### config.mk
export PLATFORM = sky130hd
export DESIGN_NAME = mac_layer_engine
export DESIGN_NICKNAME = d
export VERILOG_FILES = /design/src/rtl/mac_layer_engine.sv
export SDC_FILE = /design/constraint.sdc
export NUM_CORES = 1
export LEC_CHECK = 0
export CAP_MARGIN = 15
export CORE_ASPECT_RATIO = 1.4
export CORE_MARGIN = 4
export CORE_UTILIZATION = 35
export DETAILED_ROUTE_END_ITERATION = 10
export PLACE_DENSITY_LB_ADDON = 0.05
export SYNTH_ARGS = -nofsm -noshare
export SYNTH_HDL_FRONTEND = slang
export SYNTH_SLANG_ARGS = --single-unit
export TNS_END_PERCENT = 1
### constraint.sdc
create_clock -name clk -period 5.67 [get_ports clk]
set_clock_uncertainty 0.2 [all_clocks]
set_input_delay 1.134 -clock clk [delete_from_list [all_inputs] [get_ports clk]]
set_output_delay 1.134 -clock clk [all_outputs]
set_load 0.01 [all_outputs]
### src/rtl/mac_layer_engine.sv
// Dense layer engine: streams in x, reads weights per lane group, accumulates
// in full precision, saturates once, applies activation and streams y out.
module mac_layer_engine #(
  parameter int unsigned M          = 8,
  parameter int unsigned N          = 8,
  parameter int unsigned T          = 8,
  parameter int unsigned P          = 2,
  parameter int unsigned ACC_W      = 2*T + $clog2(N),
  parameter int unsigned LEAK_SHIFT = 3
) (
  input  logic                       clk,
  input  logic                       reset,
  input  logic                       s_valid,
  output logic                       s_ready,
  input  logic [T-1:0]               s_data,
  input  logic [1:0]                 act_mode,
  output logic                       w_rd_en,
  output logic [$clog2(M*N/P)-1:0]   w_addr,
  input  logic [P*T-1:0]             w_data,
  output logic                       m_valid,
  input  logic                       m_ready,
  output logic [T-1:0]               m_data,
  output logic                       busy,
  output logic                       sat_flag
);

  localparam int unsigned AW = $clog2(M*N/P);
  localparam int unsigned GN = M / P;
  localparam int unsigned GW = (GN > 1) ? $clog2(GN) : 1;
  localparam int unsigned KW = $clog2(N + 1);
  localparam int unsigned XW = (N > 1) ? $clog2(N) : 1;
  localparam int unsigned SW = (P > 1) ? $clog2(P) : 1;

  localparam logic signed [ACC_W-1:0] SAT_MAX = ACC_W'((2 ** (T-1)) - 1);
  localparam logic signed [ACC_W-1:0] SAT_MIN = ~SAT_MAX;

  typedef enum logic [1:0] {S_LOAD, S_MAC, S_FINAL, S_OUT} state_t;

  state_t                    state_q, state_d;
  logic [KW-1:0]             k_q, k_d;
  logic [GW-1:0]             g_q, g_d;
  logic [KW-1:0]             iss_k_q, iss_k_d;
  logic                      rd_d_q;
  logic [XW-1:0]             rd_k_q;
  logic [1:0]                mode_q, mode_d;
  logic [SW-1:0]             slot_q, slot_d;
  logic                      w_rd_en_d;
  logic [AW-1:0]             w_addr_d;
  logic                      m_valid_d;
  logic [T-1:0]              m_data_d;
  logic                      start_grp, final_en, sat_clr;
  logic                      s_fire, m_fire;

  logic signed [T-1:0]       x_buf   [N];
  logic signed [T-1:0]       obuf    [P];
  logic signed [ACC_W-1:0]   acc_q   [P];
  logic signed [2*T-1:0]     prod    [P];
  logic signed [T-1:0]       sat_v   [P];
  logic signed [T-1:0]       fin_res [P];
  logic [P-1:0]              fin_clamp;

  function automatic logic [AW-1:0] addr_of(input logic [GW-1:0] g,
                                            input logic [KW-1:0] k);
    return AW'(32'(g) * N + 32'(k));
  endfunction

  // Input side is only open in LOAD; reset forces it closed immediately.
  assign s_ready = (state_q == S_LOAD) && !reset;
  assign s_fire  = s_valid && s_ready;
  assign m_fire  = m_valid && m_ready;

  // Per-lane product, one-shot saturation and activation.
  always_comb begin
    fin_clamp = '0;
    for (int i = 0; i < P; i++) begin
      prod[i] = x_buf[rd_k_q] * $signed(w_data[i*T +: T]);
      if (acc_q[i] > SAT_MAX) begin
        sat_v[i]     = {1'b0, {(T-1){1'b1}}};
        fin_clamp[i] = 1'b1;
      end else if (acc_q[i] < SAT_MIN) begin
        sat_v[i]     = {1'b1, {(T-1){1'b0}}};
        fin_clamp[i] = 1'b1;
      end else begin
        sat_v[i] = T'(acc_q[i]);
      end
      case (mode_q)
        2'd1:    fin_res[i] = (sat_v[i] < 0) ? '0 : sat_v[i];
        2'd2:    fin_res[i] = (sat_v[i] < 0) ? (sat_v[i] >>> LEAK_SHIFT) : sat_v[i];
        default: fin_res[i] = sat_v[i];
      endcase
    end
  end

  // Next-state and next-output logic.
  always_comb begin
    state_d   = state_q;
    k_d       = k_q;
    g_d       = g_q;
    iss_k_d   = iss_k_q;
    mode_d    = mode_q;
    slot_d    = slot_q;
    w_rd_en_d = 1'b0;
    w_addr_d  = w_addr;
    m_valid_d = m_valid;
    m_data_d  = m_data;
    start_grp = 1'b0;
    final_en  = 1'b0;
    sat_clr   = 1'b0;

    case (state_q)
      S_LOAD: begin
        if (s_fire) begin
          k_d     = k_q + KW'(1);
          sat_clr = (k_q == '0);
          if (k_q == KW'(N-1)) begin
            mode_d    = act_mode;
            g_d       = '0;
            k_d       = '0;
            start_grp = 1'b1;
            state_d   = S_MAC;
          end
        end
      end
      S_MAC: begin
        if (iss_k_q != KW'(N)) begin
          w_rd_en_d = 1'b1;
          w_addr_d  = addr_of(g_q, iss_k_q);
          iss_k_d   = iss_k_q + KW'(1);
        end else if (rd_d_q && (rd_k_q == XW'(N-1))) begin
          state_d = S_FINAL;
        end
      end
      S_FINAL: begin
        final_en  = 1'b1;
        m_valid_d = 1'b1;
        m_data_d  = fin_res[0];
        slot_d    = '0;
        state_d   = S_OUT;
      end
      S_OUT: begin
        if (m_fire) begin
          if (slot_q == SW'(P-1)) begin
            m_valid_d = 1'b0;
            slot_d    = '0;
            if (g_q != GW'(GN-1)) begin
              g_d       = g_q + GW'(1);
              start_grp = 1'b1;
              state_d   = S_MAC;
            end else begin
              k_d     = '0;
              state_d = S_LOAD;
            end
          end else begin
            slot_d   = slot_q + SW'(1);
            m_data_d = obuf[slot_q + SW'(1)];
          end
        end
      end
      default: state_d = S_LOAD;
    endcase

    // A group starts by issuing its k = 0 read on the very next cycle.
    if (start_grp) begin
      w_rd_en_d = 1'b1;
      w_addr_d  = addr_of(g_d, '0);
      iss_k_d   = KW'(1);
    end
  end

  // Control state, outputs and accumulators.
  always_ff @(posedge clk) begin
    if (reset) begin
      state_q  <= S_LOAD;
      k_q      <= '0;
      g_q      <= '0;
      iss_k_q  <= '0;
      rd_d_q   <= 1'b0;
      rd_k_q   <= '0;
      mode_q   <= '0;
      slot_q   <= '0;
      w_rd_en  <= 1'b0;
      w_addr   <= '0;
      m_valid  <= 1'b0;
      m_data   <= '0;
      busy     <= 1'b0;
      sat_flag <= 1'b0;
      for (int i = 0; i < P; i++) acc_q[i] <= '0;
    end else begin
      state_q <= state_d;
      k_q     <= k_d;
      g_q     <= g_d;
      iss_k_q <= iss_k_d;
      rd_d_q  <= w_rd_en;
      rd_k_q  <= XW'(iss_k_q - KW'(1));
      mode_q  <= mode_d;
      slot_q  <= slot_d;
      w_rd_en <= w_rd_en_d;
      w_addr  <= w_addr_d;
      m_valid <= m_valid_d;
      m_data  <= m_data_d;
      busy    <= (state_d != S_LOAD);
      if (sat_clr)
        sat_flag <= 1'b0;
      else if (final_en && (|fin_clamp))
        sat_flag <= 1'b1;
      for (int i = 0; i < P; i++) begin
        if (start_grp)
          acc_q[i] <= '0;
        else if (rd_d_q)
          acc_q[i] <= acc_q[i] + ACC_W'(prod[i]);
      end
    end
  end

  // Vector and result storage carry no reset.
  always_ff @(posedge clk) begin
    if (s_fire)
      x_buf[XW'(k_q)] <= s_data;
    if (!reset && final_en)
      for (int i = 0; i < P; i++) obuf[i] <= fin_res[i];
  end

endmodule

**Yosys cells after proc, flatten, opt, wreduce, memory -nomap -nowiden**

Memory sizes are Yosys's and may differ from the RTL's. A register that Yosys moved wholly into a read port is not among the register bits.
Index checks and enable logic that the tools add are counted.
W data, S select, Z words.

- $add $sub $neg: 8
- Multipliers: 2
- Magnitude comparators: 6
- Equality and inequality tests: 14
- Muxes and demuxes: 79
- Bitwise operators: 4
- Reduce and logical (&&, ||, !) cells: 24

Operators with widths:

| operator | number |
|---|---|
| $mux W19 | 4 |
| $mux W8 | 8 |
| $pmux W8 S2 | 3 |
| $add A19 B16 Y19 | 2 |
| $gt A19 B8 Y1 const B | 2 |
| $lt A19 B8 Y1 const B | 2 |
| $mux W1 | 36 |
| $mul A8 B8 Y16 | 2 |
| $mux W2 | 11 |
| $mux W4 | 5 |
| $lt A8 B1 Y1 const B | 2 |
| $mux W5 | 3 |
| $mux W7 | 2 |
| $ne A2 B2 Y1 const B | 6 |
| $reduce_bool A2 Y1 | 5 |
| $reduce_and A3 Y1 | 3 |
| $add A4 B1 Y4 const B | 2 |
| $pmux W2 S4 | 1 |
| $pmux W4 S2 | 1 |
| $eq A2 B2 Y1 const B | 3 |
| $logic_and A1 B1 Y1 | 6 |
| $pmux W1 S2 | 3 |
| $reduce_and A2 Y1 | 3 |
| $reduce_or A2 Y1 | 3 |
| other kinds (15) | 19 |

- Register bits: 36
- RAM bits: 118
- Bits of input ports: 30
- Output and inout port bits: 18
- Word-level logic and storage cells: 156
- Memories: 3

Memory list:

| name | words | width | rd ports | clocked after Yosys merged registers in | write ports | line | source |
|---|---|---|---|---|---|---|---|
| x_buf | 8 | 8 | 1 | 1 | 1 | 54 | `logic signed [T-1:0] x_buf [N];` |
| acc_q | 2 | 19 | 2 | 0 | 2 | 56 | `logic signed [ACC_W-1:0] acc_q [P];` |
| obuf | 2 | 8 | 1 | 0 | 2 | 55 | `logic signed [T-1:0] obuf [P];` |

**Logic depth before layout (Yosys ltp)**

Gate-level depths: netlist (run 1).

- Word-level depth: 10
- Depth in mapped cells: 23
- Gate-level depth less buffers: 20

**Least setup slack after synthesis (run 1)**

No wires, ideal clock.

- Path type: reg-to-reg
- Start point: reg rd_k_q[0] (netlist name)
- End point: mem acc_q[0][18] (netlist name), data pin
- Arrival: 5.825 ns
- Required time: 5.323 ns
- Slack: -0.502 ns
- Cell stages (with the launch flop): 19
- Buffers on the path: 2
- Clock period less this slack: 6.172 ns
- Cells stage by stage: dfxtp_1 > buf_6 > mux4_2 > mux2i_1 > clkbuf_1 > nand2_1 > fa_1 > fa_1 > inv_1 > fa_1 > fa_1 > fa_1 > ha_1 > o21a_1 > o31a_1 > o211a_1 > o2111a_1 > or3_1 > a21oi_1

RTL lines:

| element | line |
|---|---|
| to (decl) | 56 |

==> impl_metrics.yaml, run 1 <==
logic_synthesis:
  postSynthAreaPerCell_um2: 10.94
  postSynth.asyncResetShare_pct: 0
  dominantRegCellSynth: "edfxtp_1"
  synth_seq_cells: 151
  ys_seq_area_share_pct: 31.46
  synth_cell_types: 63
  syn_inst: 1213
  synthesis.nets: 1510
  yosys_warnings: 0
  syn_area_mm2: 0.01327
  synth_edf_count: 115
timing:
  fin_crit_sh_pct: 106.3
  hold_viol: 0
  finalMaxSlewViolations: 0
  finalSetupViolCount: 18
  max_freq_mhz: 165.9
  fin_tns_setup_ns: -3.607
  fin_ws_ns: -0.3572
  slew-limit-headroom_pct: 28.06
  worst_pin_slew_ns: 1.077
  rsz0062_at_grt: "yes"
  finalCriticalPeriod_ns: 6.027
global_route:
  grt_overflow_total: 0
  grt_pass1_vias: 9841
  grt_max_degree: 31
  grt_pass1_wl_um: 53870
  antenna_found_initial: 1
  grt_usage_pct: 16.63
route:
  wl_per_cell_um: 17.82
  ant_nets: 0
  drt_wl_total_um: 33380
  first_pass_iters: 4
  viasPerCell: 4.796
  drc_errors: 0
  drtIter0Drc: 358
  vias: 8982
cts:
  clk_latency_ns: 0.44
  cts_made_buffers: 17
  htreeDepth: 4
  root_buffer: "clkbuf_16"
  clk_pin_slew_ns: 0.07
  cts_tree: "yes"
  clk_path_buf_depth: 2
  clock-sinks: 151
finish:
  area_growth_pct: 23.26
  antenna_cells: 0
  drive_gt1_share_pct: 19.07
  fillers: 3635
  multi_input_area_mm2: 0.008600
  seq_area_mm2: 0.004175
  nNetsFinal: 1684
critical_path:
  crit_required_ns: 5.67
  reg2reg_from: "rd_k_q[0]"
  r2r_slack_ns: -0.36
  rr_worst_depth: 18
  start_kind: "flop"
  path_class: "reg2reg"
  reg2reg_to: "acc_q[1][16]"
  crit_path_end_kind: "flop"
  cp.arrival_ns: 6.03
  path_max_fanout: 6
floorplan:
  coreArea_mm2: 0.03752
  rows: 84
  die_w_um: 172.6
  initial_core_util_pct: 35.36
  io_pins: 48
  die-area_mm2: 0.04113
  die_height_um: 238.4
min_path:
  min_to: "m_data[7]"
  min_from: "m_data[7]"
  hold_class: "reg2reg"
  whs_path_depth: 2
flow_run:
  drv_cap: 0
place:
  place_ws_ns: -0.7016
  portBuffers: 47
  gp_congestion: 0.7949
  dpl.hpwl_um: 26500
status:
  status: "finished with violations"
  violations: "negative setup slack"
## worst max path at each step
| stage | from | endpoint | cells past startpoint |
|---|---|---|---|
| 4_1_cts | rd_k_q[0] | acc_q[0][18] | 19 |
| 2_1_floorplan | rd_k_q[0] | acc_q[0][18] | 19 |
| 3_3_place_gp | w_data[8] | acc_q[1][18] | 17 |
| 3_5_place_dp | w_data[8] | acc_q[1][14] | 18 |
| 6_report | rd_k_q[0] | acc_q[1][16] | 18 |
| 5_1_grt | rd_k_q[0] | acc_q[1][17] | 21 |
## final cells by class
| class | instances | share of cell area [%] |
|---|---|---|
| multi-input combinational | 832 | 52.58 |
| sequential | 151 | 25.53 |
| timing repair buffer | 186 | 10.27 |
| inverter | 199 | 4.567 |
| tap | 473 | 3.618 |
| clock buffer | 19 | 2.777 |
| clock inverter | 13 | 0.6655 |
## Yosys cell counts, types with 17 or more instances
master | n | area share (%)
dfxtp_1 | 36 | 5.4
nor3_1 | 27 | 1.0
edfxtp_1 | 115 | 26
nor2_1 | 80 | 2.3
nor2b_1 | 43 | 2.0
ha_1 | 99 | 9.3
a21oi_1 | 51 | 1.9
inv_1 | 198 | 5.6
nand2_1 | 77 | 2.2
nand3_1 | 17 | 0.64
clkbuf_1 | 22 | 0.62
and2_1 | 54 | 2.5
o21ai_0 | 24 | 0.91
xnor2_1 | 20 | 1.3
fa_1 | 168 | 25
## repair_timing
| item | CTS | global route |
|---|---|---|
| endpoints found under the hold margin | 0 | 0 |
| gates resized for setup | 19 | 35 |
| cloned | 2 | 1 |
| buffers inserted | 3 | 8 |
| hold buffers | 0 | 0 |
| pin swaps | 11 | 31 |
| setup endpoints to repair | 19 | 22 |
## layout by cell type, fill, tap and decap left out, types with 18 or more instances in the layout
cell / netlist / layout
nor3_1: 27 / 24
clkdlybuf4s50_1: 0 / 47
nor2b_1: 43 / 41
clkbuf_16: 0 / 18
buf_4: 1 / 125
inv_1: 198 / 196
xnor2_1: 20 / 19
a21oi_1: 51 / 45
edfxtp_1: 115 / 115
ha_1: 99 / 87
nand2_1: 77 / 73
and2_1: 54 / 48
dfxtp_1: 36 / 35
fa_1: 168 / 158
nor2_1: 80 / 80
## stage by stage
step                      std cells  instance area [um^2]  hold slack [ns]  utilization (%)
after CTS                      1864                 16100           0.2651            42.90
after detailed placement       1827                 15400           0.2525            41.04
after floorplan                1213                 13490           0.2415                -
final                          1873                 16360           0.2577            43.59
after global placement         1827                 15400           0.2506            41.04
after global routing           1873                 16360           0.2903            43.59
## cell families (layout without fill, tap and decap cells)
family,Yosys count,in the layout,share of synthesized area (%)
XOR/XNOR,36,36,2.376
adder cells (fa/ha/maj),267,267,34.68
AND/OR/NAND/NOR,345,345,13.14
buffers and inverters,232,417,6.827
AO/OA/AOI/OAI,148,148,7.355
multiplexers,34,36,4.158
flip-flops,151,151,31.46
## flip-flops by register name (all words and copies together), names as in the netlist, 2 cells and up
name / cells
mode_q: 2
state_q: 2
obuf: 13
w_addr: 5
rd_k_q: 3
g_q: 2
iss_k_q: 4
m_data: 8
acc_q: 38
k_q: 4
x_buf: 64
## metal layers
metal  share of wire (%)  GRT usage [%]  vias to the layer above
met2                  52          30.38                       88
li1                    -              -                     4376
met4                 1.2          4.018                        0
met1                  45          21.22                     4498
met3                 1.7          1.870                       20
met5                   0              0                        -
## critical path: stages (launching register included)
cell	delay [ns]
dfxtp_2	0.34
buf_12	0.13
buf_12	0.11
mux4_2	0.58
mux2_4	0.38
nand2_1	0.11
fa_1	0.45
fa_1	0.56
inv_1	0.05
fa_1	0.49
fa_1	0.52
fa_1	0.61
ha_4	0.23
o21a_1	0.18
o31a_1	0.14
o21a_1	0.24
a221oi_2	0.24
xor2_1	0.17
nor2_1	0.05
Power of run 1 is not shown: default switching activity piles up to over one toggle a cycle in this logic, so the estimate is an artifact.
==> run 2, diff against run 1 <==
- CTS_CLUSTER_SIZE: unset -> 25
==> results of run 2 <==
No change in the layout: final DEF, timing and power equal those of run 1.
Power of run 2 is left out for the same reason.
